## src/rtl/audio_pkg.sv

```systemverilog
// Shared types and constants for the audio mixer: FSM states and the fixed weights
// of the speaker/tape mix and gain scaling.
package audio_pkg;

    typedef enum logic [2:0] {
        IDLE,
        ACC_SPK,
        ACC_TAPE,
        SCALE,
        OUT
    } state_t;

    localparam logic [7:0] MIDSCALE    = 8'd128;
    localparam logic [4:0] GAIN_MAX    = 5'd16;
    localparam int         GAIN_SHIFT  = 4;
    localparam int         SPK_WEIGHT  = 3;
    localparam logic [8:0] TAPE_WEIGHT = 9'd32;

endpackage

```

## src/rtl/audio_mixer_if.sv

```systemverilog
// Sample-strobe bus between the audio source logic (master) and the mixer (slave).
interface audio_mixer_if;
    import audio_pkg::*;

    logic       ce;
    logic [5:0] spk;
    logic       ear;
    logic       mic;
    logic       mute;
    logic       busy;
    logic       valid;
    logic [7:0] do_value;   // excess-128 sample for the DAC di input

    modport master (output ce, spk, ear, mic, mute, input busy, valid, do_value);
    modport slave  (input ce, spk, ear, mic, mute, output busy, valid, do_value);

endinterface

```

## src/rtl/audio_gain_ramp.sv

```systemverilog
// Gain ramp: steps gain by one toward 0 (muted) or GAIN_MAX (unmuted) once per
// RAMP_DIV accepted samples, so mute/unmute changes never pop.
module audio_gain_ramp
    import audio_pkg::*;
#(
    parameter int RAMP_DIV = 64
) (
    input  logic       clock,
    input  logic       reset,
    input  logic       step,
    input  logic       mute,
    output logic [4:0] gain
);

    localparam int             CW   = (RAMP_DIV > 1) ? $clog2(RAMP_DIV) : 1;
    localparam logic [CW-1:0]  LAST = CW'(RAMP_DIV - 1);

    logic [CW-1:0] count_reg;
    logic [4:0]    gain_reg;

    always_ff @(posedge clock) begin
        if (!reset) begin
            count_reg <= '0;
            gain_reg  <= '0;
        end else if (step) begin
            if (count_reg == LAST) begin
                count_reg <= '0;
                if (!mute && (gain_reg < GAIN_MAX))
                    gain_reg <= gain_reg + 5'd1;
                else if (mute && (gain_reg != 5'd0))
                    gain_reg <= gain_reg - 5'd1;
            end else begin
                count_reg <= count_reg + 1'b1;
            end
        end
    end

    assign gain = gain_reg;

endmodule

```

## src/rtl/audio_mixer.sv

```systemverilog
// Mixes the 6-bit speaker DAC value and tape EAR/MIC bits into one excess-128
// sample through a 4-step FSM that reuses a single 9-bit adder.
module audio_mixer
    import audio_pkg::*;
#(
    parameter int RAMP_DIV = 64
) (
    input  logic          clock,
    input  logic          reset,
    audio_mixer_if.slave  bus
);

    state_t            state_reg;
    logic [5:0]        spk_reg;
    logic              ear_reg;
    logic              mic_reg;
    logic              mute_reg;
    logic [8:0]        acc_reg;
    logic signed [13:0] prod_reg;
    logic [7:0]        do_reg;
    logic              valid_reg;
    logic              busy_reg;

    logic [4:0]        gain;
    logic              step;
    logic [8:0]        add_a;
    logic [8:0]        add_b;
    logic [8:0]        sum;
    logic signed [13:0] s_ext;
    logic signed [13:0] gain_ext;
    logic signed [13:0] prod_next;

    assign step = (state_reg == OUT);

    audio_gain_ramp #(.RAMP_DIV(RAMP_DIV)) u_ramp (
        .clock (clock),
        .reset (reset),
        .step  (step),
        .mute  (mute_reg),
        .gain  (gain)
    );

    // One adder serves every stage; operands are selected by the current state.
    always_comb begin
        add_a = '0;
        add_b = '0;
        case (state_reg)
            ACC_SPK: begin
                add_a = {3'b000, spk_reg};
                add_b = {2'b00, spk_reg, 1'b0};
            end
            ACC_TAPE: begin
                add_a = acc_reg;
                add_b = (ear_reg ? TAPE_WEIGHT : 9'd0) + (mic_reg ? TAPE_WEIGHT : 9'd0);
            end
            SCALE: begin
                add_a = acc_reg;
                add_b = 9'h180;     // -128 in 9-bit two's complement
            end
            OUT: begin
                add_a = 9'(prod_reg >>> GAIN_SHIFT);
                add_b = {1'b0, MIDSCALE};
            end
            default: begin
                add_a = '0;
                add_b = '0;
            end
        endcase
    end

    assign sum       = add_a + add_b;
    assign s_ext     = {{5{sum[8]}}, sum};
    assign gain_ext  = {9'b0, gain};
    assign prod_next = s_ext * gain_ext;

    always_ff @(posedge clock) begin
        if (!reset) begin
            state_reg <= IDLE;
            spk_reg   <= '0;
            ear_reg   <= 1'b0;
            mic_reg   <= 1'b0;
            mute_reg  <= 1'b0;
            acc_reg   <= '0;
            prod_reg  <= '0;
            do_reg    <= MIDSCALE;
            valid_reg <= 1'b0;
            busy_reg  <= 1'b0;
        end else begin
            valid_reg <= 1'b0;
            case (state_reg)
                IDLE: begin
                    if (bus.ce) begin
                        spk_reg   <= bus.spk;
                        ear_reg   <= bus.ear;
                        mic_reg   <= bus.mic;
                        mute_reg  <= bus.mute;
                        busy_reg  <= 1'b1;
                        state_reg <= ACC_SPK;
                    end
                end
                ACC_SPK: begin
                    acc_reg   <= sum;
                    state_reg <= ACC_TAPE;
                end
                ACC_TAPE: begin
                    acc_reg   <= sum;
                    state_reg <= SCALE;
                end
                SCALE: begin
                    prod_reg  <= prod_next;
                    state_reg <= OUT;
                end
                OUT: begin
                    do_reg    <= sum[7:0];
                    valid_reg <= 1'b1;
                    busy_reg  <= 1'b0;
                    state_reg <= IDLE;
                end
                default: begin
                    busy_reg  <= 1'b0;
                    state_reg <= IDLE;
                end
            endcase
        end
    end

    assign bus.busy     = busy_reg;
    assign bus.valid    = valid_reg;
    assign bus.do_value = do_reg;

endmodule
```

## src/flat_wrapper.sv

```systemverilog
// flat-port wrapper written by rule: the top's interface ports become plain ports
module audio_mixer_flat import audio_pkg::*;
#(
    parameter int RAMP_DIV = 64
)
  (clock, reset, bus_ce, bus_spk, bus_ear, bus_mic, bus_mute, bus_busy, bus_valid, bus_do_value);
  audio_mixer_if bus_i ();
  input  logic clock;
  input  logic reset;
  input wire logic [$bits(bus_i.ce)-1:0] bus_ce;
  input wire logic [$bits(bus_i.spk)-1:0] bus_spk;
  input wire logic [$bits(bus_i.ear)-1:0] bus_ear;
  input wire logic [$bits(bus_i.mic)-1:0] bus_mic;
  input wire logic [$bits(bus_i.mute)-1:0] bus_mute;
  output wire logic [$bits(bus_i.busy)-1:0] bus_busy;
  output wire logic [$bits(bus_i.valid)-1:0] bus_valid;
  output wire logic [$bits(bus_i.do_value)-1:0] bus_do_value;
  assign bus_i.ce = bus_ce;
  assign bus_i.spk = bus_spk;
  assign bus_i.ear = bus_ear;
  assign bus_i.mic = bus_mic;
  assign bus_i.mute = bus_mute;
  assign bus_busy = bus_i.busy;
  assign bus_valid = bus_i.valid;
  assign bus_do_value = bus_i.do_value;
  audio_mixer #(.RAMP_DIV(RAMP_DIV)) u_core (.clock(clock), .reset(reset), .bus(bus_i));
endmodule
```

## config.mk

```make
export PLATFORM = sky130hd
export DESIGN_NAME = audio_mixer_flat
export DESIGN_NICKNAME = d
export VERILOG_FILES = /design/src/rtl/audio_pkg.sv /design/src/rtl/audio_mixer_if.sv /design/src/rtl/audio_gain_ramp.sv /design/src/rtl/audio_mixer.sv /design/src/flat_wrapper.sv
export SDC_FILE = /design/constraint.sdc
export NUM_CORES = 1
export LEC_CHECK = 0
export CORE_ASPECT_RATIO = 1.2
export CORE_UTILIZATION = 23
export CTS_BUF_LIST = sky130_fd_sc_hd__clkbuf_2 sky130_fd_sc_hd__clkbuf_4 sky130_fd_sc_hd__clkbuf_8
export CTS_CLUSTER_DIAMETER = 150
export DETAILED_ROUTE_END_ITERATION = 6
export PLACE_DENSITY = 0.46
export SKIP_CTS_REPAIR_TIMING = 1
export SLEW_MARGIN = 0
export SYNTH_ARGS = -nofsm -noshare
export SYNTH_HDL_FRONTEND = slang
export SYNTH_HIERARCHICAL = 1
export SYNTH_SLANG_ARGS = --single-unit
```

## constraint.sdc

```tcl
create_clock -name clock -period 6.1 [get_ports clock]
set_input_delay 1.22 -clock clock [delete_from_list [all_inputs] [get_ports clock]]
set_output_delay 1.22 -clock clock [all_outputs]
set_load 0.005 [all_outputs]
```

=== Word level (Yosys, flattened, before mapping) ===
Index checks and enable logic that the tools add are counted.

* Word-level logic and storage cells: 50
* Flip-flop bits (word level): 55
* Input port bits: 12

* Reduce and logical (&&, ||, !) cells: 12
* Multiply operators: 1
* Eq/ne operators: 6
* Muxes and demuxes: 12
* Add/subtract/negate cells: 5
* Bitwise operators: 1
* Magnitude comparators: 1

{| class="wikitable"
|+ Operators by type and width
! operator !! number
|-
| case mux 9 bit (4 select lines) || 1
|-
| case mux 9 bit (3 select lines) || 1
|-
| adder 9 bit || 2
|-
| 2-to-1 mux 6 bit || 3
|-
| multiplier 9 x 6 -> 13 bit || 1
|-
| case mux 3 bit (4 select lines) || 1
|-
| 2-to-1 mux 5 bit || 2
|-
| adder 6 x 1 -> 6 bit (second input constant) || 1
|-
| equality test 3 x 2 -> 1 bit (second input constant) || 2
|-
| equality test 6 bit (second input constant) || 1
|-
| adder 5 x 1 -> 5 bit (second input constant) || 1
|-
| < comparator 5 bit (second input constant) || 1
|-
| nonzero test 5 bit || 1
|-
| subtractor 5 x 1 -> 5 bit (second input constant) || 1
|-
| AND reduction 2 bit || 2
|-
| OR reduction 2 bit || 2
|-
| equality test 3 x 1 -> 1 bit (second input constant) || 1
|-
| equality test 3 bit (second input constant) || 1
|-
| zero test 3 bit || 1
|-
| 2-to-1 mux 3 bit || 1
|-
| AND reduction 3 bit || 1
|-
| OR reduction 3 bit || 1
|-
| logical AND 1 bit || 2
|-
| 2-to-1 mux 1 bit || 2
|-
| 5 further kinds || 5
|}

=== Depth between registers and ports, before layout ===
* Depth after elaboration: 5
* Depth in mapped cells: 29
* Depth with buffers taken out: 27

=== Hierarchy ===
Netlist, hierarchy kept.

{| class="wikitable"
|+ By module, submodules not included
! module !! cells an instance !! area an instance (sq um) !! times used !! seq. area each (sq um)
|-
| audio_mixer || 403 || 3482.1 || 1 || 800.8
|-
| audio_gain_ramp || 68 || 610.6 || 1 || 220.2
|}

=== Worst setup path before layout ===
No wires, ideal clock.

* Path type: register to register
* Start: register u_core.state_reg[0]
* End: register u_core.prod_reg[12]
* Stages on the path, launching flop included: 30
* Path buffers: 2
* Slack: -59 ps
* Arrival: 6090 ps
* Setup time: 70 ps
* Required time: 6030 ps
* Cell sequence: dfxtp_1 buf_6 nor2_4 nand2_8 inv_4 clkbuf_1 nand2_1 o21ai_0 ha_1 inv_1 fa_1 nor2b_1 o21ai_0 a21boi_0 o21ai_0 nor3b_1 or3b_2 fa_1 inv_1 fa_1 inv_1 fa_1 inv_1 ha_1 a21o_1 a21o_1 a221o_1 a31oi_4 xnor3_1 a21oi_1

* Elaborated cells on any way between the ends: 9
* Those cells by class: 1 x add/sub; 1 x mul; 4 x eq/ne; 2 x mux; 1 x reduce/logical

{| class="wikitable"
|+ RTL lines
! item !! line !! text
|-
| start, declared || audio_mixer.sv:13 || <nowiki>state_t state_reg;</nowiki>
|-
| start signal, assigned || audio_mixer.sv:78 || <nowiki>state_reg <= IDLE;</nowiki>
|-
| start signal, assigned || audio_mixer.sv:98 || <nowiki>state_reg <= ACC_SPK;</nowiki>
|-
| start signal, assigned || audio_mixer.sv:103 || <nowiki>state_reg <= ACC_TAPE;</nowiki>
|-
| equality test 3 bit (*) || -- ||
|-
| named net u_core.step || audio_mixer.sv:25 || <nowiki>logic step;</nowiki>
|-
| case mux 9 bit (4 select lines) or case mux 9 bit (3 select lines) (tied branches) || audio_mixer.sv:47 || <nowiki>case (state_reg)</nowiki>
|-
| adder 9 bit (*) || audio_mixer.sv:71 || <nowiki>assign sum = add_a + add_b;</nowiki>
|-
| multiplier 9 x 6 -> 13 bit (*) || audio_mixer.sv:74 || <nowiki>assign prod_next = s_ext * gain_ext;</nowiki>
|-
| end signal, assigned || audio_mixer.sv:110 || <nowiki>prod_reg <= prod_next;</nowiki>
|-
| end, declared || audio_mixer.sv:19 || <nowiki>logic signed [13:0] prod_reg;</nowiki>
|}

The timed path passes the listed nets; every way through them passes the cells marked *.
A chain may end at the register's enable or synchronous reset.

=== Worst setup path in the final report ===
* Start: register u_core.state_reg[0]
* End: register u_core.prod_reg[12]

* Longest elaborated chain between the ends: 5
* Elaborated cells on any way between the ends: 9
* Those cells by class: 1 x add/sub; 1 x mul; 4 x eq/ne; 2 x mux; 1 x reduce/logical

{| class="wikitable"
|+ Ends and longest elaborated chain
! item !! line
|-
| equality test 3 x 2 -> 1 bit (on tied branches) || audio_mixer.sv:47, audio_mixer.sv:90
|-
| OR reduction 2 bit (no source line) || --
|-
| case mux 9 bit (3 select lines) || audio_mixer.sv:47
|-
| adder 9 bit || audio_mixer.sv:71
|-
| multiplier 9 x 6 -> 13 bit || audio_mixer.sv:74
|}

Several ways; a longest one is shown, not always the timed one.

==> summary.txt <==
Die
  • Number of cell rows: 53
  • Die Height: 148 µm
  • Initial core utilization: 23.5%
  • Core area: 17400 µm²
  • Die Span X: 124 µm
  • Full die area: 18300 µm²
  • # IOs: 22

GRT
  • Total grt overflow: 0
  • GRT Util Overall: 11.3%
  • Vias in the first global route: 3384
  • First-pass GRT wire length: 16400 µm
  • Pin count of the biggest net entering global routing: 47
  • Initial antenna violation count: 0

Setup path
  • Worst EP arrival: 6.07 ns
  • FF-to-FF path depth: 24
  • Worst path cell trace: buf_4, nor2_4, nand2_8, inv_4, buf_4, nand2_1, o21ai_0, ha_1, or4_1, o22ai_2, xnor2_2, nand2b_1, inv_1, fa_1, inv_1, fa_1, fa_1, inv_1, ha_1, and4_1, a221o_1, a31oi_4, xnor3_1, a21oi_1
  • Crit end category: flop
  • R2R Path Start: u_core/state_reg[0]$_SDFFE_PN0P_
  • Crit-path max cell delay: 0.56 ns
  • Crit path launch type: flop
  • Critical path class: flop to flop
  • Reg2Reg Setup Slack: 0.28 ns
  • CP Max Fanout: 14
  • Req. time, crit path: 6.35 ns
  • Worst-path cell with the longest stage delay: fa_1
  • Worst r2r dst: u_core/prod_reg[12]$_SDFFE_PN0P_

Power
  • Sw power: 0.000170 W
  • Power Total: 0.000645 W
  • Clock power frac: 31.3%
  • Internal power: 0.000475 W
  • Sw frac: 26.4%
  • Leakage: 2.14 nW
  • Reg power frac: 54.6%
  • Pwr/cell area: 132 nW/µm²
  • Worst-case vdd ir drop: 0.0808 mV
  • Combinational fraction of design power: 14.2%

Detailed routing
  • Final ANT Viol Nets: 0
  • Starting DRC count in detailed routing: 117
  • Vias/cell: 4.46
  • Vias: 3285
  • WL per Instance: 13.0 µm
  • Drc violations: 0
  • Final WL: 9580 µm
  • Router iterations before antenna repair: 4

STA
  • Crit share post-route: 95.3%
  • Final Hold Vio Count: 0
  • Max Clk Rate: 172 MHz
  • Worst-Margin Slew: 1.12 ns
  • Max Slew Vio Count: 0
  • Clock Skew: 0.00641 ns
  • Relative slew slack: 24.7%
  • Minimum clock period after layout: 5.82 ns
  • Worst Slack Setup Final: 0.284 ns
  • Setup violators final: 0

Clocking
  • CTS tree: built
  • Worst-Skew Late Latency: 0.31 ns
  • Clock Path Buffers: 2
  • CTS buffer count: 5
  • Clk slew on worst S/H paths: 0.09 ns
  • Root Driver: clkbuf_8
  • CTS H-tree depth: 2
  • Clock sink count: 51

Synthesis
  • Post-Syn Area: 4090 µm²
  • Synth cell types: 60
  • Post-synthesis mux area share: 2.20%
  • Syn avg cell area: 8.69 µm²
  • Synthesized flop and latch total: 51
  • Ys async rst share: 0%
  • Seq/Total Area, Yosys: 24.9%
  • Most used flip-flop cell after synthesis: dfxtp_1
  • XOR/XNOR Fraction of Synth Area: 4.83%
  • Synth Area in Compound Gates: 15.6%
  • Main combinational cell family by area after synthesis: simple AND/OR/NAND/NOR gates
  • Area contributors post-synth: dfxtp_1 25%, fa_1 13%, ha_1 9.5%, nand2_1 5.4%, inv_1 5.0%
  • Synth Area in Simple Gates: 23.0%
  • Syn. warnings: 6
  • Area leader, netlist: dfxtp_1
  • Mapped Cells: 471
  • Adder-cell share of the synthesized area: 22.7%
  • Syn Nets: 541
  • Number of flops mapped to enable cells by yosys: 0
  • Yosys top cell area share: 24.9%

Cells and area
  • Nets: 586
  • Area of the multi-input gates: 2840 µm²
  • Area growth from synthesis to layout: 19.4%
  • Layout cell share with drive strength beyond 1: 11.8%
  • Most common cell after layout, fill and taps aside: nand2_1
  • Non-filler instance count after layout: 737
  • Most frequent cells in the layout: 59 x nand2_1, 55 x inv_1, 50 x dfxtp_1
  • Register area: 1020 µm²
  • Number of diodes: 0
  • Fill cells: 1849
  • Final core occ: 28.0%

Place
  • Pre-CTS setup slack: -0.0733 ns
  • PortBufs: 21
  • RePlAce Congestion: 0.780
  • Post-DP HPWL: 7450 µm
  • Dpl cells: 728

Worst hold path
  • Hold EP: u_core/bus.do_value[1]$_SDFFE_PN0N_
  • Worst hold start: u_core/bus.do_value[1]$_SDFFE_PN0N_
  • Worst min-delay path class: flop to flop
  • Hold depth: 2

Job
  • Max-Cap Viols: 0

Status
  • Status: finished, final reports clean
-- critical path: cells and delay by family, from the launching register on --
| family | cells | cell delay (ns) |
|---|---|---|
| adder cells (fa/ha/maj) | 5 | 2.16 |
| AND/OR/NAND/NOR | 6 | 1.16 |
| AO/OA/AOI/OAI | 5 | 0.98 |
| buffers and inverters | 6 | 0.59 |
| XOR/XNOR | 2 | 0.51 |
| flip-flops | 1 | 0.36 |
-- power groups by stage --
stage | clock network [W] | registers (W) | logic, W
floorplan | 0 | 0.000355 | 0.0000569
finish | 0.000202 | 0.000352 | 0.0000914
CTS | 0.000211 | 0.000351 | 0.0000899
global route | 0.000226 | 0.000354 | 0.000101
global placement | 0 | 0.000359 | 0.0000884
detailed placement | 0 | 0.000359 | 0.0000896
-- cell families after synthesis --
| logic type | count (synthesis) |
|---|---|
| DFF | 51 |
| and+or+nand+nor | 171 |
| xor gates and xnor gates | 21 |
| adders and majority gates | 58 |
| buffers and inverters | 70 |
| AOI/OAI and AO/OA | 91 |
| muxes | 9 |
-- cell usage after synthesis (11+ instances only) --
cell and number:
a21oi_1 17, nor2_1 14, nand2_1 59, dfxtp_1 51, a21boi_0 18, and2_1 28, ha_1 31, fa_1 27
o21ai_0 17, nand3_1 12, inv_1 55, xnor2_1 11, nor2b_1 20
-- worst max-delay path by stage --
stage                                           startpoint                                to  slack, ns  cells past startpoint
after floorplan           u_core/state_reg[1]$_SDFFE_PN0P_  u_core/prod_reg[12]$_SDFFE_PN0P_       0.02                     27
after global placement    u_core/state_reg[1]$_SDFFE_PN0P_  u_core/prod_reg[12]$_SDFFE_PN0P_       0.09                     25
after detailed placement  u_core/state_reg[1]$_SDFFE_PN0P_  u_core/prod_reg[12]$_SDFFE_PN0P_      -0.07                     25
after CTS                 u_core/state_reg[1]$_SDFFE_PN0P_  u_core/prod_reg[12]$_SDFFE_PN0P_      -0.11                     25
after global routing      u_core/state_reg[0]$_SDFFE_PN0P_  u_core/prod_reg[12]$_SDFFE_PN0P_      -0.02                     25
final                     u_core/state_reg[0]$_SDFFE_PN0P_  u_core/prod_reg[12]$_SDFFE_PN0P_       0.28                     24
-- cell type report --
| class | instances | area share, % |
|---|---|---|
| Tap cell | 220 | 5.63 |
| Inverter | 56 | 4.35 |
| Sequential cell | 51 | 20.9 |
| Multi-Input combinational cell | 350 | 58.2 |
| Clock inverter | 1 | 0.102 |
| Timing Repair Buffer | 52 | 9.07 |
| Clock buffer | 7 | 1.72 |
-- metrics by stage --
step	TNS, ns	hold WS [ns]	cell area, µm²
global route	-0.0194	0.492	4890
global placement	0	0.451	4740
detailed placement	-0.0907	0.464	4740
CTS	-0.172	0.477	4830
floorplan	0	0.438	4090
finish	0	0.471	4890
-- per-layer routing --
layer	vias up	part of all wire, %	global-route usage [%]
met5	-	0	0
met4	0	0.35	2.41
met3	2	1.6	1.50
met2	24	50	19.8
met1	1598	48	14.6
li1	1661	-	-
No activity file was read; power rests on OpenSTA's default activity.
